File: config.mk
export PLATFORM = sky130hd
export DESIGN_NAME = mem_port_arbiter
export DESIGN_NICKNAME = d
export VERILOG_FILES = /design/src/rtl/mem_port_arbiter.sv
export SDC_FILE = /design/constraint.sdc
export NUM_CORES = 1
export LEC_CHECK = 0
export CAP_MARGIN = 15
export CORE_MARGIN = 1
export CORE_UTILIZATION = 40
export CTS_CLUSTER_DIAMETER = 150
export CTS_CLUSTER_SIZE = 10
export DETAILED_ROUTE_END_ITERATION = 10
export PLACE_DENSITY = 0.79
export SLEW_MARGIN = 20
export SYNTH_ARGS = -nofsm -noshare
export SYNTH_HDL_FRONTEND = slang
export SYNTH_SLANG_ARGS = --single-unit
File: constraint.sdc
create_clock -name clock -period 5.84 [get_ports clock]
set_clock_uncertainty 0.2 [all_clocks]
set_input_delay 1.168 -clock clock [delete_from_list [all_inputs] [get_ports clock]]
set_output_delay 1.168 -clock clock [all_outputs]
set_load 0.02 [all_outputs]
File: src/rtl/mem_port_arbiter.sv
// mem_port_arbiter: shares one single-port memory between the instruction-fetch
// (IF) and data-memory (DM) requesters over a registered req/ack handshake.
// Optional feature macro: ARB_ROUND_ROBIN_EN selects alternating priority;
// when undefined, DM has fixed priority and a starve counter protects IF.
module mem_port_arbiter #(
    parameter int ADDR_WIDTH   = 32,
    parameter int DATA_WIDTH   = 32,
    parameter int STARVE_LIMIT = 8
) (
    input  logic                      clock,
    input  logic                      reset,
    input  logic                      if_req,
    input  logic [ADDR_WIDTH-1:0]     if_addr,
    output logic                      if_ready,
    output logic [DATA_WIDTH-1:0]     if_rdata,
    input  logic                      dm_req,
    input  logic                      dm_we,
    input  logic [ADDR_WIDTH-1:0]     dm_addr,
    input  logic [DATA_WIDTH-1:0]     dm_wdata,
    input  logic [DATA_WIDTH/8-1:0]   dm_be,
    output logic                      dm_ready,
    output logic [DATA_WIDTH-1:0]     dm_rdata,
    output logic                      mem_req,
    output logic                      mem_we,
    output logic [ADDR_WIDTH-1:0]     mem_addr,
    output logic [DATA_WIDTH-1:0]     mem_wdata,
    output logic [DATA_WIDTH/8-1:0]   mem_be,
    input  logic                      mem_ack,
    input  logic [DATA_WIDTH-1:0]     mem_rdata,
    output logic                      busy
);

    typedef enum logic [1:0] {
        IDLE   = 2'd0,
        GNT_IF = 2'd1,
        GNT_DM = 2'd2
    } state_t;

    state_t state;
    logic   arb_ok;
    logic   pick_if;
    logic   grant_if;
    logic   grant_dm;

`ifdef ARB_ROUND_ROBIN_EN
    logic rr_dm;  // 0: IF preferred on a tie, 1: DM preferred on a tie
`else
    localparam int CW = $clog2(STARVE_LIMIT + 1);
    localparam logic [CW-1:0] LIMIT = CW'(STARVE_LIMIT);
    logic [CW-1:0] starve_cnt;
`endif

    // Arbitration: only in IDLE and never during a ready-pulse cycle, so a
    // requester holding req across its ready pulse is not re-served early.
    always_comb begin
        arb_ok = (state == IDLE) && !if_ready && !dm_ready;
`ifdef ARB_ROUND_ROBIN_EN
        pick_if = if_req && (!dm_req || !rr_dm);
`else
        pick_if = if_req && (!dm_req || (starve_cnt >= LIMIT));
`endif
        grant_if = arb_ok && pick_if;
        grant_dm = arb_ok && dm_req && !pick_if;
    end

`ifdef ARB_ROUND_ROBIN_EN
    // Round-robin pointer: after each grant, prefer the other port.
    always_ff @(posedge clock or posedge reset) begin
        if (reset) begin
            rr_dm <= 1'b0;
        end else if (grant_if) begin
            rr_dm <= 1'b1;
        end else if (grant_dm) begin
            rr_dm <= 1'b0;
        end
    end
`else
    // Starve counter: counts DM wins while IF waits, saturating at the limit.
    always_ff @(posedge clock or posedge reset) begin
        if (reset) begin
            starve_cnt <= '0;
        end else if (!if_req || grant_if) begin
            starve_cnt <= '0;
        end else if (grant_dm && (starve_cnt < LIMIT)) begin
            starve_cnt <= starve_cnt + CW'(1);
        end
    end
`endif

    // Handshake FSM with registered memory-side and requester-side outputs.
    always_ff @(posedge clock or posedge reset) begin
        if (reset) begin
            state     <= IDLE;
            mem_req   <= 1'b0;
            mem_we    <= 1'b0;
            mem_addr  <= '0;
            mem_wdata <= '0;
            mem_be    <= '0;
            busy      <= 1'b0;
            if_ready  <= 1'b0;
            dm_ready  <= 1'b0;
            if_rdata  <= '0;
            dm_rdata  <= '0;
        end else begin
            if_ready <= 1'b0;
            dm_ready <= 1'b0;
            case (state)
                IDLE: begin
                    if (grant_if) begin
                        state     <= GNT_IF;
                        mem_req   <= 1'b1;
                        busy      <= 1'b1;
                        mem_we    <= 1'b0;
                        mem_addr  <= if_addr;
                        mem_wdata <= '0;
                        mem_be    <= '1;
                    end else if (grant_dm) begin
                        state     <= GNT_DM;
                        mem_req   <= 1'b1;
                        busy      <= 1'b1;
                        mem_we    <= dm_we;
                        mem_addr  <= dm_addr;
                        mem_wdata <= dm_wdata;
                        mem_be    <= dm_be;
                    end
                end
                GNT_IF: begin
                    if (mem_ack) begin
                        state    <= IDLE;
                        mem_req  <= 1'b0;
                        busy     <= 1'b0;
                        if_ready <= 1'b1;
                        if_rdata <= mem_rdata;
                    end
                end
                GNT_DM: begin
                    if (mem_ack) begin
                        state    <= IDLE;
                        mem_req  <= 1'b0;
                        busy     <= 1'b0;
                        dm_ready <= 1'b1;
                        if (!mem_we) begin
                            dm_rdata <= mem_rdata;
                        end
                    end
                end
                default: begin
                    state   <= IDLE;
                    mem_req <= 1'b0;
                    busy    <= 1'b0;
                end
            endcase
        end
    end

endmodule

==> flow_metrics.tcl, run 1 <==
set metrics [dict create \
    syn2layout_area_growth_pct 60.54 \
    synthAdderAreaFrac_pct 1.095 \
    syn_area_um2 5714 \
    fp-row-count 43 \
    synth_top_area_share_pct 62.19 \
    final_cells 878 \
    io_pins 275 \
    synth_mux_area_share_pct 18.22 \
    grt_pass1_vias 4586 \
    fillers 1033 \
    place_inst 846 \
    die_w_um 121.5 \
    wire_per_inst_um 17.53 \
    min_path_type "reg -> reg" \
    grt_usage_pct 21.21 \
    dieArea_um2 14770 \
    final_hold_viol_count 0 \
    seq_area_frac_synth_pct 62.19 \
    clock-sinks 142 \
    wl_met3_mm 1.768 \
    max_freq_mhz 300.1 \
    required_ns 5.98 \
    design.core.area_um2 13930 \
    gp_congestion 0.7855 \
    setup-violations-final 0 \
    final_max_slew_viol_count 0 \
    critical_path.max_fanout 55 \
    cts_max_path_buffers 2 \
    crit_type "in -> reg" \
    grt_max_degree 104 \
    arrival_ns 3.47 \
    firstDrtPassIters 4 \
    tns_ns 0 \
    fin_crit_ns 3.333 \
    ir_drop_v 0.0003664 \
    place_area_um2 8532 \
    min_period_over_period_pct 57.06 \
    synth_fp_nets 558 \
    fp.dieH_um 121.5 \
    maxCapViolCount 0 \
    clk_latency_ns 0.41 \
    mostFrequentLayoutCells "clkdlybuf4s50_1, dfrtp_1, mux2_2" \
    synth_compound_area_share_pct 10.03 \
    synth_top_family_by_area "multiplexers" \
    htree_num_levels 4 \
    final_nets 828 \
    fin_area_um2 9174 \
    worst_pin_slew_ns 1.017 \
    ys_types 31 \
    drive_above_1_share_pct 14.90 \
    synthSimpleGateAreaFrac_pct 4.686 \
    antenna_found_initial 0 \
    cts_setup_buffers 0 \
    cts_tree "done" \
    cts.clk_slew.worst_paths_ns 0.06 \
    via_count 4332 \
    wl_mm 15.39 \
    synth-warning-count 0 \
    grt-ovfl-total 0 \
    final_antenna_net_count 0 \
    root_buffer "clkbuf_16" \
    top_layer "met4" \
    routed-wl-met2_mm 7.466 \
    final_common_cell "clkdlybuf4s50_1" \
    drt_iter0_markers 174 \
    remaining_drc_errors 0 \
    diodes 0 \
    synth_cells 415 \
    synth_seq_cells 142 \
    port_buffers 274 \
    ctsHoldBuffers 0 \
    rsz0062_at_grt "no" \
    ctsResizeCount 0 \
    place_hpwl_mm 11.03 \
    m1WireLength_mm 5.901 \
    grt_pass1_wl_mm 23.57 \
    via_per_inst 4.934 \
    cp-end-kind "register" \
    startpoint_type "primary input" \
    holdWs_ns 0.2824 \
    synthXorXnorAreaFrac_pct 0 \
    cellLeakagePower_uw 0.003911 \
    synth.area.top_cells "dfrtp_1, mux2_2, mux2i_1" \
    start_util_pct 41.01 \
    power_density_nw_per_um2 590.5 \
    cts-buffers-inserted 17 \
    synth.avg_cell_area_um2 13.77 \
    status "completed" \
    slew_headroom_pct 32.20 \
    netlist.top_cell.by_area "dfrtp_1" \
]
-- flip-flops by register name, summed over array words and instances, names as in the netlist --
register    flops
dm_rdata       32
if_rdata       32
mem_addr       32
mem_wdata      32
mem_be          4
starve_cnt      4
state           2
busy            1
dm_ready        1
if_ready        1
mem_we          1
-- cell usage after synthesis, drive strengths merged --
cell type	count
dfrtp	142
mux2	64
nand2	41
o21ai	36
a22o	33
mux2i	32
buf	22
inv	6
clkbuf	5
ha	5
a21boi	4
o22a	4
nand2b	3
nor2	3
and2	2
nand3	2
nand4b	2
a21oi	1
a32o	1
and3	1
nand4	1
nor2b	1
nor3b	1
o2bb2ai	1
o31ai	1
or3	1
-- worst max-delay path, stage by stage --
cell and delay, ns:
clkdlybuf4s50_1 0.58, o21ai_4 0.83, buf_4 0.61, a22o_1 0.25
-- where the power goes --
group          leakage, uW  internal, uW  switching, uW
clock network     0.000307           742            415
logic              0.00186          1270           1280
registers          0.00174          1450            255
-- through the flow --
stage          util [%]  setup WS, ns  power [uW]
2_1_floorplan         -        0.6624        3082
3_3_place_gp      61.23         2.227        4192
3_5_place_dp      61.23         2.090        4285
4_1_cts           65.83         2.531        5477
5_1_grt           65.83         2.307        5711
6_report          65.83         2.507        5417
-- routing by layer --
layer / up-vias / global-route usage (%)
li1: 2014 / -
met1: 2109 / 22.98
met2: 192 / 35.58
met3: 17 / 10.24
met4: 0 / 8.256
met5: - / 0
-- worst paths after layout --
check,from,end,slack (ns),depth (start not counted)
worst max-delay path,dm_req,mem_wdata[27],2.51,4
worst min-delay path,mem_addr[0],mem_addr[0],0.28,2
worst max register to register,state[1],mem_wdata[27],3.27,6
worst min register to register,mem_addr[0],mem_addr[0],0.28,2
max in group asynchronous,reset,mem_addr[17],3.19,3
min in group asynchronous,reset,if_rdata[20],1.10,2
-- cell type report --
type / instances / area [um^2] / share of cell area [%]
flip-flops and latches: 142 / 3553 / 38.73
clock inverters: 12 / 183.9 / 2.005
multi-input cells: 240 / 1954 / 21.30
well taps: 180 / 225.2 / 2.455
clock buffers: 20 / 456.7 / 4.978
inverters: 6 / 27.53 / 0.3001
repair buffers: 278 / 2773 / 30.22
-- logic make-up (layout without fill, tap and decap cells) --
group	after synthesis	after routing
flip-flops	142	142
buffers and inverters	33	316
adder cells (fa/ha/maj)	5	5
AND/OR/NAND/NOR	58	58
multiplexers	96	96
AO/OA/AOI/OAI	81	81
(Power assumes the default switching activity.)
==> run 2: changes to the inputs <==
==> constraint.sdc (replaced) <==
create_clock -name clock -period 3.5 [get_ports clock]
set_clock_uncertainty 0.2 [all_clocks]
set_input_delay 0.7 -clock clock [delete_from_list [all_inputs] [get_ports clock]]
set_output_delay 0.7 -clock clock [all_outputs]
set_load 0.02 [all_outputs]
==> run 2 against run 1 <==
First-iteration DRC count shrank 29%. Register-to-register slack lost 2.1 ns. Highest routed layer unchanged. Worst setup slack lost 1.4 ns. Clock power grew 72%. Die area is the same.
==> flow_metrics.tcl, run 2 (synthesized netlist as in run 1, its figures left out) <==
set metrics [dict create \
    die_w_um 121.5 \
    start_util_pct 41.01 \
    tns_ns 0 \
    mostFrequentLayoutCells "clkdlybuf4s50_1, dfrtp_1, mux2_2" \
    via_per_inst 4.918 \
    ir_drop_v 0.0005676 \
    rrSetupSlack_ns 1.22 \
    fp-row-count 43 \
    hp-start "mem_addr[21]" \
    ctsResizeCount 0 \
    cts_setup_buffers 0 \
    place_hpwl_mm 10.86 \
    clk_latency_ns 0.41 \
    status "completed" \
    grt-ovfl-total 0 \
    final_antenna_net_count 0 \
    antenna_found_initial 0 \
    syn2layout_area_growth_pct 61.81 \
    worst_pin_slew_ns 0.6916 \
    grt_pass1_wl_mm 23.00 \
    diodes 0 \
    seqCellArea_um2 3553 \
    root_buffer "clkbuf_16" \
    place_inst 850 \
    dieArea_um2 14770 \
    multi_input_area_um2 1954 \
    slew_headroom_pct 53.89 \
    port_buffers 274 \
    swShare_pct 35.71 \
    seqPwrFrac_pct 31.4 \
    final_nets 832 \
    hold_depth 2 \
    rr_worst_depth 5 \
    cts.clk_slew.worst_paths_ns 0.06 \
    gp_congestion 0.7593 \
    min_period_over_period_pct 69.67 \
    crit_buf_inv 1 \
    combPwrFrac_pct 46.7 \
    utilization_pct 66.36 \
    arrival_ns 1.54 \
    critical_path.max_fanout 4 \
    via_count 4338 \
    final_max_slew_viol_count 0 \
    clock-sinks 142 \
    crit_family "buffers and inverters" \
    drive_above_1_share_pct 15.53 \
    power_switching_uw 3248 \
    htree_num_levels 4 \
    critPathSlowestCell "clkdlybuf4s50_1" \
    grt_usage_pct 20.82 \
    fp.dieH_um 121.5 \
    hold_end "mem_addr[21]" \
    firstDrtPassIters 4 \
    cell_internal_pwr_uw 5847 \
    maxCapViolCount 0 \
    io_pins 275 \
    final_common_cell "clkdlybuf4s50_1" \
    r2r_end "mem_wdata[10]" \
    final_cells 882 \
    setup-violations-final 0 \
    cp-end-kind "output pin" \
    min_path_type "reg -> reg" \
    remaining_drc_errors 0 \
    grt_max_degree 58 \
    wl_mm 14.86 \
    crit_type "reg -> out" \
    wire_per_inst_um 16.85 \
    cts_tree "done" \
    crit_path_max_incr_delay_ns 0.68 \
    design.core.area_um2 13930 \
    max_freq_mhz 410.1 \
    cts-buffers-inserted 17 \
    cts_max_path_buffers 2 \
    startpoint_type "register" \
    fillers 1022 \
    place_area_um2 8586 \
    final_hold_viol_count 0 \
    required_ns 2.60 \
    rsz0062_at_grt "no" \
    r2r_start "state[0]" \
    grt_pass1_vias 4551 \
    drt_iter0_markers 124 \
    power_density_nw_per_um2 983.7 \
    fin_area_um2 9246 \
    cellLeakagePower_uw 0.003944 \
    ctsHoldBuffers 0 \
    fin_crit_ns 2.439 \
    p_clk_share_pct 21.9 \
    worstPathCellList "clkdlybuf4s50_1" \
]
-- run 2: cell count changes in the layout (fill, tap and decap cells not counted) --
cell	change
clkinvlp_4	+1
bufinv_16	+1
buf_4	+2
inv_8	+1
clkbuf_8	-2
clkbuf_1	-1
buf_12	+2
-- run 2: through the flow --
step                      power, uW  hold WS, ns  worst slack, ns
after CTS                      9208       0.2835           0.8219
after detailed placement       7157       0.2696           0.5241
final                          9095       0.2796            1.061
after global routing           9600       0.3099           0.9918
after global placement         7019       0.2644           0.6377
after floorplan                5143       0.2838           0.8229
-- run 2: area by class of cell --
cell class,instances,area share [%]
sequential,142,38.43
timing repair buffer,282,30.58
multi-input combinational,240,21.14
clock buffer,17,4.601
clock inverter,15,2.530
tap,180,2.436
inverter,6,0.2842
-- run 2: worst max path at each step --
stage	cells past startpoint	from	slack [ns]	endpoint
final	1	if_ready	1.06	if_ready
after global routing	1	dm_ready	0.99	dm_ready
after CTS	5	state[1]	0.82	mem_wdata[10]
after detailed placement	4	if_req	0.52	mem_wdata[10]
after global placement	4	if_req	0.64	mem_wdata[16]
after floorplan	1	reset	0.82	busy
-- run 2: power groups by stage --
stage          Sequential, uW  Combinational [uW]  Clock, uW
6_report                 2860                4240       2000
5_1_grt                  2950                4540       2110
4_1_cts                  2860                4300       2040
3_5_place_dp             2880                4280          0
3_3_place_gp             2830                4190          0
2_1_floorplan            3740                1410          0
-- run 2: per-layer routing --
metal,GRT usage [%],vias up,share of wire (%)
met2,34.98,203,49
met3,10.95,19,12
met1,21.98,2090,37
met5,0,-,0
met4,8.025,0,1.6
li1,-,2026,-
-- run 2: worst register-to-register path, stage by stage (launching register included) --
cell	delay, ns
dfrtp_1	0.39
inv_1	0.10
ha_1	0.22
nor3b_4	0.39
and3_2	0.66
a22o_1	0.25
